`config.mk`:
```
export PLATFORM = sky130hd
export DESIGN_NAME = bcd_xs3_serializer
export DESIGN_NICKNAME = d
export VERILOG_FILES = /design/src/rtl/bcd_xs3_serializer.sv
export SDC_FILE = /design/constraint.sdc
export NUM_CORES = 1
export LEC_CHECK = 0
export CAP_MARGIN = 20
export CELL_PAD_IN_SITES_DETAIL_PLACEMENT = 0
export CELL_PAD_IN_SITES_GLOBAL_PLACEMENT = 1
export CORE_ASPECT_RATIO = 1.4
export CORE_MARGIN = 1
export CORE_UTILIZATION = 43
export DETAILED_ROUTE_END_ITERATION = 7
export PLACE_DENSITY = 0.84
export SLEW_MARGIN = 15
export SYNTH_ARGS = -nofsm -noshare
export SYNTH_HDL_FRONTEND = slang
export SYNTH_SLANG_ARGS = --single-unit
```
`constraint.sdc`:
```
create_clock -name clk -period 3.7 [get_ports clk]
set_input_delay 0.74 -clock clk [delete_from_list [all_inputs] [get_ports clk]]
set_output_delay 0.74 -clock clk [all_outputs]
set_load 0.02 [all_outputs]
```
`src/rtl/bcd_xs3_serializer.sv`:
```
// BCD word to excess-3 serializer: accepts an NDIG-digit BCD word, rejects non-decimal
// digits, and emits digit+3 bit-serially (LSB first) plus the assembled parallel word.
module bcd_xs3_serializer #(
  parameter int NDIG = 2
) (
  input  logic              clk,
  input  logic              rst_n,
  input  logic              in_valid,
  output logic              in_ready,
  input  logic [4*NDIG-1:0] in_bcd,
  output logic              ser_valid,
  output logic              ser_out,
  output logic              ser_first,
  output logic              ser_last,
  output logic              par_valid,
  output logic [4*NDIG-1:0] par_xs3,
  output logic              err
);

  localparam int W  = 4 * NDIG;
  localparam int IW = $clog2(W);
  localparam logic [IW-1:0] LAST_IDX = IW'(W - 1);

  typedef enum logic {IDLE = 1'b0, SHIFT = 1'b1} state_t;

  // True when every nibble of the word is a decimal digit (0..9).
  function automatic logic digits_ok(input logic [W-1:0] w);
    logic ok;
    ok = 1'b1;
    for (int d = 0; d < NDIG; d++) begin
      if (w[4*d +: 4] > 4'd9) begin
        ok = 1'b0;
      end else begin
        ok = ok;
      end
    end
    return ok;
  endfunction

  state_t          state_q, state_d;
  logic [W-1:0]    word_q, word_d;
  logic [W-1:0]    acc_q, acc_d;
  logic [IW-1:0]   idx_q, idx_d;
  logic            carry_q, carry_d;
  logic            in_ready_q, in_ready_d;
  logic            ser_valid_q, ser_valid_d;
  logic            ser_out_q, ser_out_d;
  logic            ser_first_q, ser_first_d;
  logic            ser_last_q, ser_last_d;
  logic            par_valid_q, par_valid_d;
  logic [W-1:0]    par_xs3_q, par_xs3_d;
  logic            err_q, err_d;

  logic [IW-1:0]   nxt_idx_s;
  logic            b_s, k_s, c_s, sum_s;

  // Next-state and output computation; bit i of the stream is prepared one edge ahead.
  always_comb begin
    state_d     = state_q;
    word_d      = word_q;
    acc_d       = acc_q;
    idx_d       = idx_q;
    carry_d     = carry_q;
    in_ready_d  = in_ready_q;
    ser_valid_d = 1'b0;
    ser_out_d   = 1'b0;
    ser_first_d = 1'b0;
    ser_last_d  = 1'b0;
    par_valid_d = 1'b0;
    par_xs3_d   = par_xs3_q;
    err_d       = 1'b0;

    // Constant 4'b0011 contributes a 1 on the two low bits of each digit.
    nxt_idx_s = idx_q + {{(IW-1){1'b0}}, 1'b1};
    b_s       = word_q[nxt_idx_s];
    k_s       = ~nxt_idx_s[1];
    c_s       = (nxt_idx_s[1:0] == 2'b00) ? 1'b0 : carry_q;
    sum_s     = b_s ^ k_s ^ c_s;

    case (state_q)
      IDLE: begin
        if (in_valid && in_ready_q) begin
          if (digits_ok(in_bcd)) begin
            state_d     = SHIFT;
            word_d      = in_bcd;
            idx_d       = '0;
            ser_valid_d = 1'b1;
            ser_first_d = 1'b1;
            ser_out_d   = ~in_bcd[0];
            carry_d     = in_bcd[0];
            acc_d       = {{(W-1){1'b0}}, ~in_bcd[0]};
            in_ready_d  = 1'b0;
          end else begin
            err_d = 1'b1;
          end
        end else begin
          in_ready_d = 1'b1;
        end
      end
      SHIFT: begin
        if (idx_q == LAST_IDX) begin
          state_d     = IDLE;
          idx_d       = '0;
          carry_d     = 1'b0;
          par_valid_d = 1'b1;
          par_xs3_d   = acc_q;
          in_ready_d  = 1'b1;
        end else begin
          idx_d            = nxt_idx_s;
          ser_valid_d      = 1'b1;
          ser_out_d        = sum_s;
          ser_last_d       = (nxt_idx_s == LAST_IDX);
          carry_d          = (b_s & k_s) | (b_s & c_s) | (k_s & c_s);
          acc_d[nxt_idx_s] = sum_s;
        end
      end
      default: begin
        state_d    = IDLE;
        in_ready_d = 1'b1;
      end
    endcase
  end

  // State and output registers; reset aborts any word in flight.
  always_ff @(posedge clk or negedge rst_n) begin
    if (!rst_n) begin
      state_q     <= IDLE;
      word_q      <= '0;
      acc_q       <= '0;
      idx_q       <= '0;
      carry_q     <= 1'b0;
      in_ready_q  <= 1'b1;
      ser_valid_q <= 1'b0;
      ser_out_q   <= 1'b0;
      ser_first_q <= 1'b0;
      ser_last_q  <= 1'b0;
      par_valid_q <= 1'b0;
      par_xs3_q   <= '0;
      err_q       <= 1'b0;
    end else begin
      state_q     <= state_d;
      word_q      <= word_d;
      acc_q       <= acc_d;
      idx_q       <= idx_d;
      carry_q     <= carry_d;
      in_ready_q  <= in_ready_d;
      ser_valid_q <= ser_valid_d;
      ser_out_q   <= ser_out_d;
      ser_first_q <= ser_first_d;
      ser_last_q  <= ser_last_d;
      par_valid_q <= par_valid_d;
      par_xs3_q   <= par_xs3_d;
      err_q       <= err_d;
    end
  end

  assign in_ready  = in_ready_q;
  assign ser_valid = ser_valid_q;
  assign ser_out   = ser_out_q;
  assign ser_first = ser_first_q;
  assign ser_last  = ser_last_q;
  assign par_valid = par_valid_q;
  assign par_xs3   = par_xs3_q;
  assign err       = err_q;

endmodule

```
After elaboration in Yosys (flattened, before gate mapping) --
Cells that the tools add are included.
Storage, ports and cells: bits in registers 35, word-level logic and storage cells 84
Cells by class: add/sub/neg operators 1, magnitude comparators 4, equal/unequal tests 7, multiplexer cells 42, bitwise gates (word level) 10, reductions and logical operators 8
Operators with widths (count):
- 1-bit 2-to-1 mux | 27
- 8-bit 2-to-1 mux | 3
- 8-bit one-hot mux with 2 select lines | 1
- 3-bit 2-to-1 mux | 3
- 8-bit bitwise mux | 1
- 4-bit > comparator (second input constant) | 2
- 1-bit one-hot mux with 2 select lines | 4
- 3-bit equality test (second input constant) | 2
- 2-bit inequality test (second input constant) | 3
- 3-bit one-hot mux with 2 select lines | 1
- 2-bit AND reduction | 3
- 3-bit AND reduction | 2
- 3-bit by 4-bit < comparator with 1-bit output (second input constant) | 1
- 3-bit by 1-bit adder with 3-bit output (second input constant) | 1
- 1-bit AND | 3
- 1-bit binary-select mux with 3-bit select | 1
- 1-bit demux with 3-bit select | 1
- 3-bit by 1-bit greater-or-equal comparator with 1-bit output (second input constant) | 1
- 3-bit inequality test (second input constant) | 1
- 1-bit NOT | 3
- 1-bit logical AND | 2
- 2-bit logical NOT | 1
- 2-bit by 1-bit inequality test with 1-bit output (second input constant) | 1
- 1-bit OR | 2
- 1-bit XOR | 2

Depth between registers and ports, before layout --
Gate-level depths: netlist (run 1).
word-level depth 8, gate-level depth with buffers 12, mapped depth without buffers 9

Worst setup path before layout (run 1) --
Ideal clock, no wire load.
kind register to register, from reg idx_q[0], to reg acc_q[0], arrival time 2.716 ns, data required time 3.574 ns, path slack 0.858 ns, stages on the path, launching flop included 13, path buffers 3, period minus slack after synthesis 2.842 ns, cell sequence dfrtp_1 -> buf_2 -> buf_2 -> inv_1 -> ha_1 -> buf_2 -> inv_1 -> a31oi_1 -> o22a_1 -> fa_1 -> nor2_1 -> mux2_1 -> a221o_1
On the way: cells in the longest elaborated chain, start to end 8, elaborated cells on any way between the ends 19, those cells by class 1 x add/sub; 2 x order compare; 2 x eq/ne; 8 x mux; 3 x bitwise; 3 x reduce/logical
RTL lines:
- start: declaration | line 43 | logic [IW-1:0] idx_q, idx_d;
- start signal: assignment | line 144 | idx_q <= idx_d;
- 3-bit by 1-bit adder with 3-bit output | line 74 | nxt_idx_s = idx_q + {{(IW-1){1'b0}}, 1'b1};
- 3-bit by 4-bit < comparator with 1-bit output (not written as such), or another cell as far along | line 114 | acc_d[nxt_idx_s] = sum_s;
- 1-bit logical AND (not written as such) or 1-bit 2-to-1 mux (tied branches) | line 114, 75
- 1-bit 2-to-1 mux (not written as such) or 1-bit XOR (tied branches) | line 114, 78
- 1-bit demux with 3-bit select or 1-bit XOR (tied branches) | line 114, 78
- 8-bit bitwise mux | line 114
- 8-bit 2-to-1 mux | line 101 | if (idx_q == LAST_IDX) begin
- 8-bit one-hot mux with 2 select lines | line 80 | case (state_q)
- end signal: assignment | line 129 | acc_q <= '0;
- end signal: assignment | line 143 | acc_q <= acc_d;
- end: declaration | line 42 | logic [W-1:0] acc_q, acc_d;
Several ways; a longest one is shown, not always the timed one. The select of a mux whose other input is x is not followed. A chain may end at the register's enable or synchronous reset.

Worst setup path in the final report (run 1) --
Same ends and word-level chain as after synthesis.

==> results of run 1 <==
-- metal layers --
metal,vias to the layer above,share of wire,track usage,wire length (um)
met5,-,0,0,0
met4,0,0.024,0.0940,74
met3,7,0.031,0.0539,96
met2,26,0.49,0.280,1520
met1,532,0.45,0.220,1380
li1,507,-,-,-
-- state kept, by name, indices dropped and copies added, names as in the netlist --
name,count
word_q,8
carry_q,1
ser_valid,1
in_ready,1
par_xs3,8
idx_q,3
ser_first,1
ser_out,1
ser_last,1
acc_q,8
err,1
par_valid,1
-- power by group through the flow --
stage	logic, mW	registers [mW]	clock network (mW)
floorplan	0.719	0.704	0
global placement	0.989	0.687	0
detailed placement	1.02	0.695	0
CTS	1.03	0.691	0.310
global route	1.12	0.714	0.323
finish	1.02	0.690	0.298
-- through the flow --
stage	std cells	utilization	power, mW	hold slack, ns
2_1_floorplan	122	-	1.42	0.444
3_3_place_gp	184	0.528	1.68	0.486
6_report	192	0.555	2.01	0.485
5_1_grt	192	0.555	2.16	0.516
4_1_cts	192	0.555	2.03	0.493
3_5_place_dp	184	0.528	1.71	0.475
-- worst max path at each step --
stage	startpoint	end	slack [ns]
2_1_floorplan	idx_q[0]$_DFFE_PN0P_	acc_q[0]$_DFFE_PN0P_	0.86
3_3_place_gp	idx_q[0]$_DFFE_PN0P_	acc_q[0]$_DFFE_PN0P_	0.59
3_5_place_dp	idx_q[0]$_DFFE_PN0P_	acc_q[0]$_DFFE_PN0P_	0.48
4_1_cts	idx_q[0]$_DFFE_PN0P_	acc_q[0]$_DFFE_PN0P_	0.46
5_1_grt	idx_q[0]$_DFFE_PN0P_	acc_q[0]$_DFFE_PN0P_	0.27
6_report	idx_q[0]$_DFFE_PN0P_	acc_q[0]$_DFFE_PN0P_	0.45
-- logic make-up (layout without fill, tap and decap cells) --
group,count (synthesis),after routing
multiplexers,26,26
AND/OR/NAND/NOR,21,21
flip-flops,35,35
AO/OA/AOI/OAI,25,25
buffers and inverters,11,39
adder cells (fa/ha/maj),4,4
-- placed cells by master, fill, tap and decap left out, types with 3 or more instances in the layout --
cell type        instances
mux2_2                  12
nor3b_1                  4
nand3b_1                 3
inv_1                    4
clkdlybuf4s50_1         25
a22o_1                   9
ha_1                     3
mux2_4                   6
clkbuf_8                 7
dfrtp_1                 34
mux2_1                   8
-- final cells by class --
type	count	area, um^2
clock buffer	8	100
inverter	5	18.8
multi-input combinational	76	734
fill	323	1640
sequential	35	877
timing repair buffer	26	258
tap	42	52.6
==> summary.txt, run 1 <==
Layout
  • Cell area after layout: 0.00204 mm^2
  • Layout Nets: 164
  • Layout cells sized above 1: 0.220
  • # diodes: 0
  • Area grow syn2layout: 22.5%

Worst setup path
  • Buf+Inv Stages, Crit Path: 0
  • Required time worst endpoint: between 3 and 4 ns
  • Worst Path Arrival: around 3.4 ns
  • Reg-to-Reg Start: idx_q[0]$_DFFE_PN0P_
  • Critical path type: flip-flop to flip-flop
  • Worst R2R Path Depth: 9
  • Max incr delay on CP: 0.56 ns
  • FF-to-FF End: acc_q[0]$_DFFE_PN0P_
  • Worst-path fanout max: 17
  • WP depth: 9
  • Crit path cell chain: ha_1 > ha_1 > nor3b_1 > a211oi_1 > o22a_1 > fa_1 > nor2_1 > mux2_1 > a221o_1
  • R2R Setup Slk: 0.45 ns
  • Max stage delay cell, worst path: dfrtp_1
  • Crit. End Element: flip-flop
  • Crit path max-delay family: adder cells
  • Critical path launch point type: flip-flop
  • Top cell by count, worst path: ha_1

Synthesis
  • Post-synthesis mux area share: 0.189
  • Synth Area in Simple Gates: 0.0849
  • Synth Instances: 122
  • Most frequent cell after synthesis: dfrtp_1
  • Synth Area in Adders: 0.0346
  • Post-synthesis xor/xnor area fraction: 0
  • Mapped Nets: 137
  • Ys async rst share: 1.00
  • Post-Syn Area: 0.00167 mm^2
  • Yosys top cell by area: dfrtp_1
  • Synth top area share: 0.511
  • Cell variety after synth: 40
  • Synth Area in Compound Gates: 0.132
  • Post-synthesis register bit count: 35
  • Synth warn: 0
  • Synth top area cells: dfrtp_1 51%, mux2_2 8.1%, mux2_1 5.4%, mux2_4 5.4%, a22o_1 4.7%
  • Combinational family with the most area after synthesis: multiplexers
  • Synth cell count leaders: 34 x dfrtp_1, 12 x mux2_2, 9 x a22o_1
  • Sequential area share after synthesis: 0.527
  • Synth Flop Type: dfrtp_1
  • Synthesized area per cell: 13.7 um^2
  • Post-synth EDFFs: 0

STA
  • Slack of the critical path: ~0.45 ns
  • RSZ-0062 raised after global routing: false
  • Slew HR: 0.642
  • Setup TNS: 0 ns
  • Clock skew: 0.00624 ns
  • Slew Limit Fails: 0
  • Final setup viols: 0
  • Fmax: roughly 310 MHz
  • Final hold vios: 0
  • Worst-margin pin slew: 0.537 ns
  • Final period util: 0.878
  • Final min period: 3.25 ns

Global routing
  • Largest net degree at the start of global routing: 36
  • Initial antenna violation count: 0
  • Total GRT Usage: 0.180
  • First-pass GRT wire length: slightly above 5000 um
  • Vias in the first global route: 1076
  • GRT overflow: 0

Detailed routing
  • Vias per inst: 5.58
  • DRT Pass-1 Iters: 4
  • Via count: 1072
  • DR DRC count: 0
  • Initial drt markers: 37
  • WL final: between 3000 and 4000 um
  • Avg WL per Cell: 16.0 um
  • Final ANT Viol Nets: 0

Floorplan
  • Core area: 0.00368 mm^2
  • Die height: about 76 um
  • Die Area: 0.00413 mm^2
  • Rows: 26
  • Top Ports: 26
  • Initial core utilization: 0.453
  • Die width: 54.6 um

Clocking
  • Worst skew pair latency: slightly below 0.3 ns
  • Worst-path clk slew: 0.07 ns
  • CTS tree: built
  • H-tree depth: 2
  • Setup bufs post-CTS: 0
  • CTS sink cnt: 35
  • CTS resizes: 0
  • Clock buffer depth: 2
  • Post-CTS Hold Buffers: 0
  • CTS Root Buffer Type: clkbuf_8
  • CTS Buf Count: 5

Run
  • Max-cap violations: 0

Power and ir drop
  • Logic pwr share: 0.508
  • Internal power: 1.25 mW
  • Clk pwr share: 0.149
  • Sequential power share: 0.344
  • Maximum vdd drop: 0.000486 V
  • Psw: 0.760 mW
  • Switching share of power: 0.378
  • Static Leakage: about 0.94 nW
  • Pwr dens: 984 mW/mm^2

Min path
  • Hold Path Depth: 1
  • Worst Hold Class: flip-flop to flip-flop
  • Hold Path Origin: word_q[1]$_DFFE_PN0P_
  • Hold endpoint: word_q[1]$_DFFE_PN0P_

Place
  • Dpl ws: 0.479 ns
  • Port Buffer Count: 25
  • Post-DP HPWL: 2150 um
  • Placement-stage cell area: roughly 0.0019 mm^2
  • Final weighted congestion in routability-driven placement: 0.828

Status
  • Status: finished clean
No activity file was read; power rests on OpenSTA's default activity.
==> run 2, diff against run 1 <==
Settings changed: CTS_CLUSTER_SIZE set to 25, REMOVE_ABC_BUFFERS set to 1.
==> run 2 against run 1 <==
Net effect:
- cell count is 0.52% lower
- sequential power hardly changed
- via count is 0.93% lower
- maximum frequency hardly changed
- wire length is 1.9% lower
- critical path depth stayed put
- register-to-register slack hardly changed
- worst setup slack hardly changed
- cell area is 0.61% lower
- critical path type unchanged
- largest power group unchanged
==> summary.txt, run 2 (same netlist as run 1, synthesis figures left out) <==
Floorplan
  • Rows: 26 (unchanged)
  • Core area: 0.00368 mm^2 (unchanged)
  • Initial core utilization: 0.453 (unchanged)
  • Die width: 54.6 um (unchanged)
  • Top Ports: 26 (unchanged)
  • Die height: 75.6 um (unchanged)
  • Die Area: 0.00413 mm^2 (unchanged)

STA
  • Min Hold Slack: 0.503 ns (+0.0179 ns)
  • Final hold vios: 0 (unchanged)
  • Worst-margin pin slew: 0.513 ns (-0.0238 ns)
  • Slew Limit Fails: 0 (unchanged)
  • Slew HR: 0.658 (+0.0158)
  • RSZ-0062 raised after global routing: false
  • Final setup viols: 0 (unchanged)
  • Fmax: 308 MHz (about the same)
  • Clock skew: 0.00468 ns (-0.00157 ns)
  • Final period util: 0.878 (about the same)
  • Setup TNS: 0 ns (unchanged)
  • Final min period: 3.25 ns (-0.0000530 ns)

Worst setup path
  • Required time worst endpoint: 3.87 ns (about the same)
  • Critical path type: flip-flop to flip-flop
  • Critical path launch point type: flip-flop
  • Crit. End Element: flip-flop
  • Worst Path Arrival: 3.42 ns (about the same)
  • Worst-path fanout max: 17 (unchanged)
  • R2R Setup Slk: 0.45 ns (about the same)

Power and ir drop
  • Internal power: 1.22 mW (-1.9%)
  • Maximum vdd drop: 0.000595 V (+22%)
  • Logic pwr share: 0.514 (+0.006)
  • Pwr dens: 972 mW/mm^2 (-1.2%)
  • Sequential power share: 0.348 (+0.004)
  • Static Leakage: 0.932 nW (-0.48%)
  • Psw: 0.748 mW (-1.5%)
  • Switching share of power: 0.379 (+0.00108)
  • Clk pwr share: 0.138 (-0.011)

Place
  • Final weighted congestion in routability-driven placement: 0.837 (+1.1%)
  • Post-DP HPWL: 2150 um (+0.13%)
  • Placed cells: 184 (unchanged)
  • Port Buffer Count: 25 (unchanged)
  • Placement-stage cell area: 0.00194 mm^2 (unchanged)

Clocking
  • Clock buffer depth: 2 (unchanged)
  • H-tree depth: 2 (unchanged)
  • CTS resizes: 0 (unchanged)
  • Post-CTS Hold Buffers: 0 (unchanged)
  • Worst-path clk slew: 0.06 ns (about the same)
  • CTS sink cnt: 35 (unchanged)
  • Setup bufs post-CTS: 0 (unchanged)
  • CTS tree: built
  • Worst skew pair latency: 0.29 ns (about the same)
  • CTS Root Buffer Type: clkbuf_8
  • CTS Buf Count: 5 (unchanged)

Detailed routing
  • DRT Pass-1 Iters: 4 (unchanged)
  • Final ANT Viol Nets: 0 (unchanged)
  • Initial drt markers: 26 (-30%)
  • DR DRC count: 0 (unchanged)
  • WL final: 3010 um (-1.9%)
  • Via count: 1062 (-0.93%)
  • Avg WL per Cell: 15.8 um (-1.4%)
  • Vias per inst: 5.56 (-0.41%)

Global routing
  • Vias in the first global route: 1028 (-4.5%)
  • Largest net degree at the start of global routing: 36 (unchanged)
  • GRT overflow: 0 (unchanged)
  • Initial antenna violation count: 0 (unchanged)
  • First-pass GRT wire length: 4670 um (-8.9%)
  • Total GRT Usage: 0.171 (-0.00903)

Layout
  • Cell area after layout: 0.00203 mm^2 (-0.61%)
  • Layout Nets: 164 (unchanged)
  • Core Util, Final: 0.552 (-0.00340)
  • Finished Layout Cells: 191 (-0.52%)
  • Commonest non-fill, non-tap cell in the layout: dfrtp_1
  • Area grow syn2layout: 21.8%
  • # diodes: 0 (unchanged)
  • Layout cells sized above 1: 0.221 (+0.00148)
  • Commonest non-fill, non-tap cells in the layout: 34 x dfrtp_1, 25 x clkdlybuf4s50_1, 12 x mux2_2
  • Fillcell total: 322 (-0.31%)

Min path
  • Worst Hold Class: flip-flop to flip-flop

Run
  • Max-cap violations: 0 (unchanged)

Status
  • Status: finished clean
run 2: changes by cell type in the layout (fill, tap and decap cells not counted):
| cell | before | now |
|---|---|---|
| clkbuf_1 | 1 | 0 |
| clkbuf_8 | 7 | 6 |
| clkinv_2 | 0 | 1 |
run 2: path summary, 6_finish.rpt:
path                                        startpoint                endpoint  depth (start not counted)
worst min register to register  par_xs3[4]$_DFFE_PN0P_  par_xs3[4]$_DFFE_PN0P_                          1
min in group asynchronous                        rst_n     par_valid$_DFF_PN0_                          2
worst max register to register    idx_q[0]$_DFFE_PN0P_    acc_q[0]$_DFFE_PN0P_                          9
max in group asynchronous                        rst_n    in_ready$_DFFE_PN1P_                          2
worst min-delay path            par_xs3[4]$_DFFE_PN0P_  par_xs3[4]$_DFFE_PN0P_                          1
worst max-delay path              idx_q[0]$_DFFE_PN0P_    acc_q[0]$_DFFE_PN0P_                          9
run 2: critical path: stages, from the launching register on:
cell and delay [ns]:
dfrtp_1 0.55, ha_1 0.30, ha_1 0.45, nor3b_1 0.28
a211oi_1 0.07, o22a_1 0.23, fa_1 0.53, nor2_1 0.12
mux2_1 0.31, a221o_1 0.29
run 2: final cells by class:
class | instances | area, um^2 | share of cell area
inverters | 5 | 18.8 | 0.00925
clock buffers | 6 | 82.6 | 0.0407
flip-flops and latches | 35 | 877 | 0.432
well taps | 42 | 52.6 | 0.0259
multi-input cells | 76 | 734 | 0.362
clock inverters | 1 | 5.00 | 0.00247
repair buffers | 26 | 258 | 0.127
run 2: through the flow:
step / worst slack [ns] / power, mW
6_report: 0.451 / 1.97
2_1_floorplan: 0.749 / 1.40
3_3_place_gp: 0.617 / 1.66
3_5_place_dp: 0.508 / 1.71
5_1_grt: 0.297 / 2.12
4_1_cts: 0.475 / 1.99
run 2: routing by layer:
metal | wire [um] | part of all wire | track usage
met1 | 1250 | 0.41 | 0.178
met2 | 1500 | 0.50 | 0.276
met5 | 0 | 0 | 0
met3 | 135 | 0.045 | 0.0559
met4 | 136 | 0.045 | 0.131
run 2: power groups by stage:
stage          registers (mW)  logic [mW]  clock network, mW
6_report                0.687        1.01              0.272
5_1_grt                 0.711        1.11              0.297
4_1_cts                 0.690        1.02              0.282
3_5_place_dp            0.696        1.01                  0
3_3_place_gp            0.685       0.977                  0
2_1_floorplan           0.728       0.669                  0
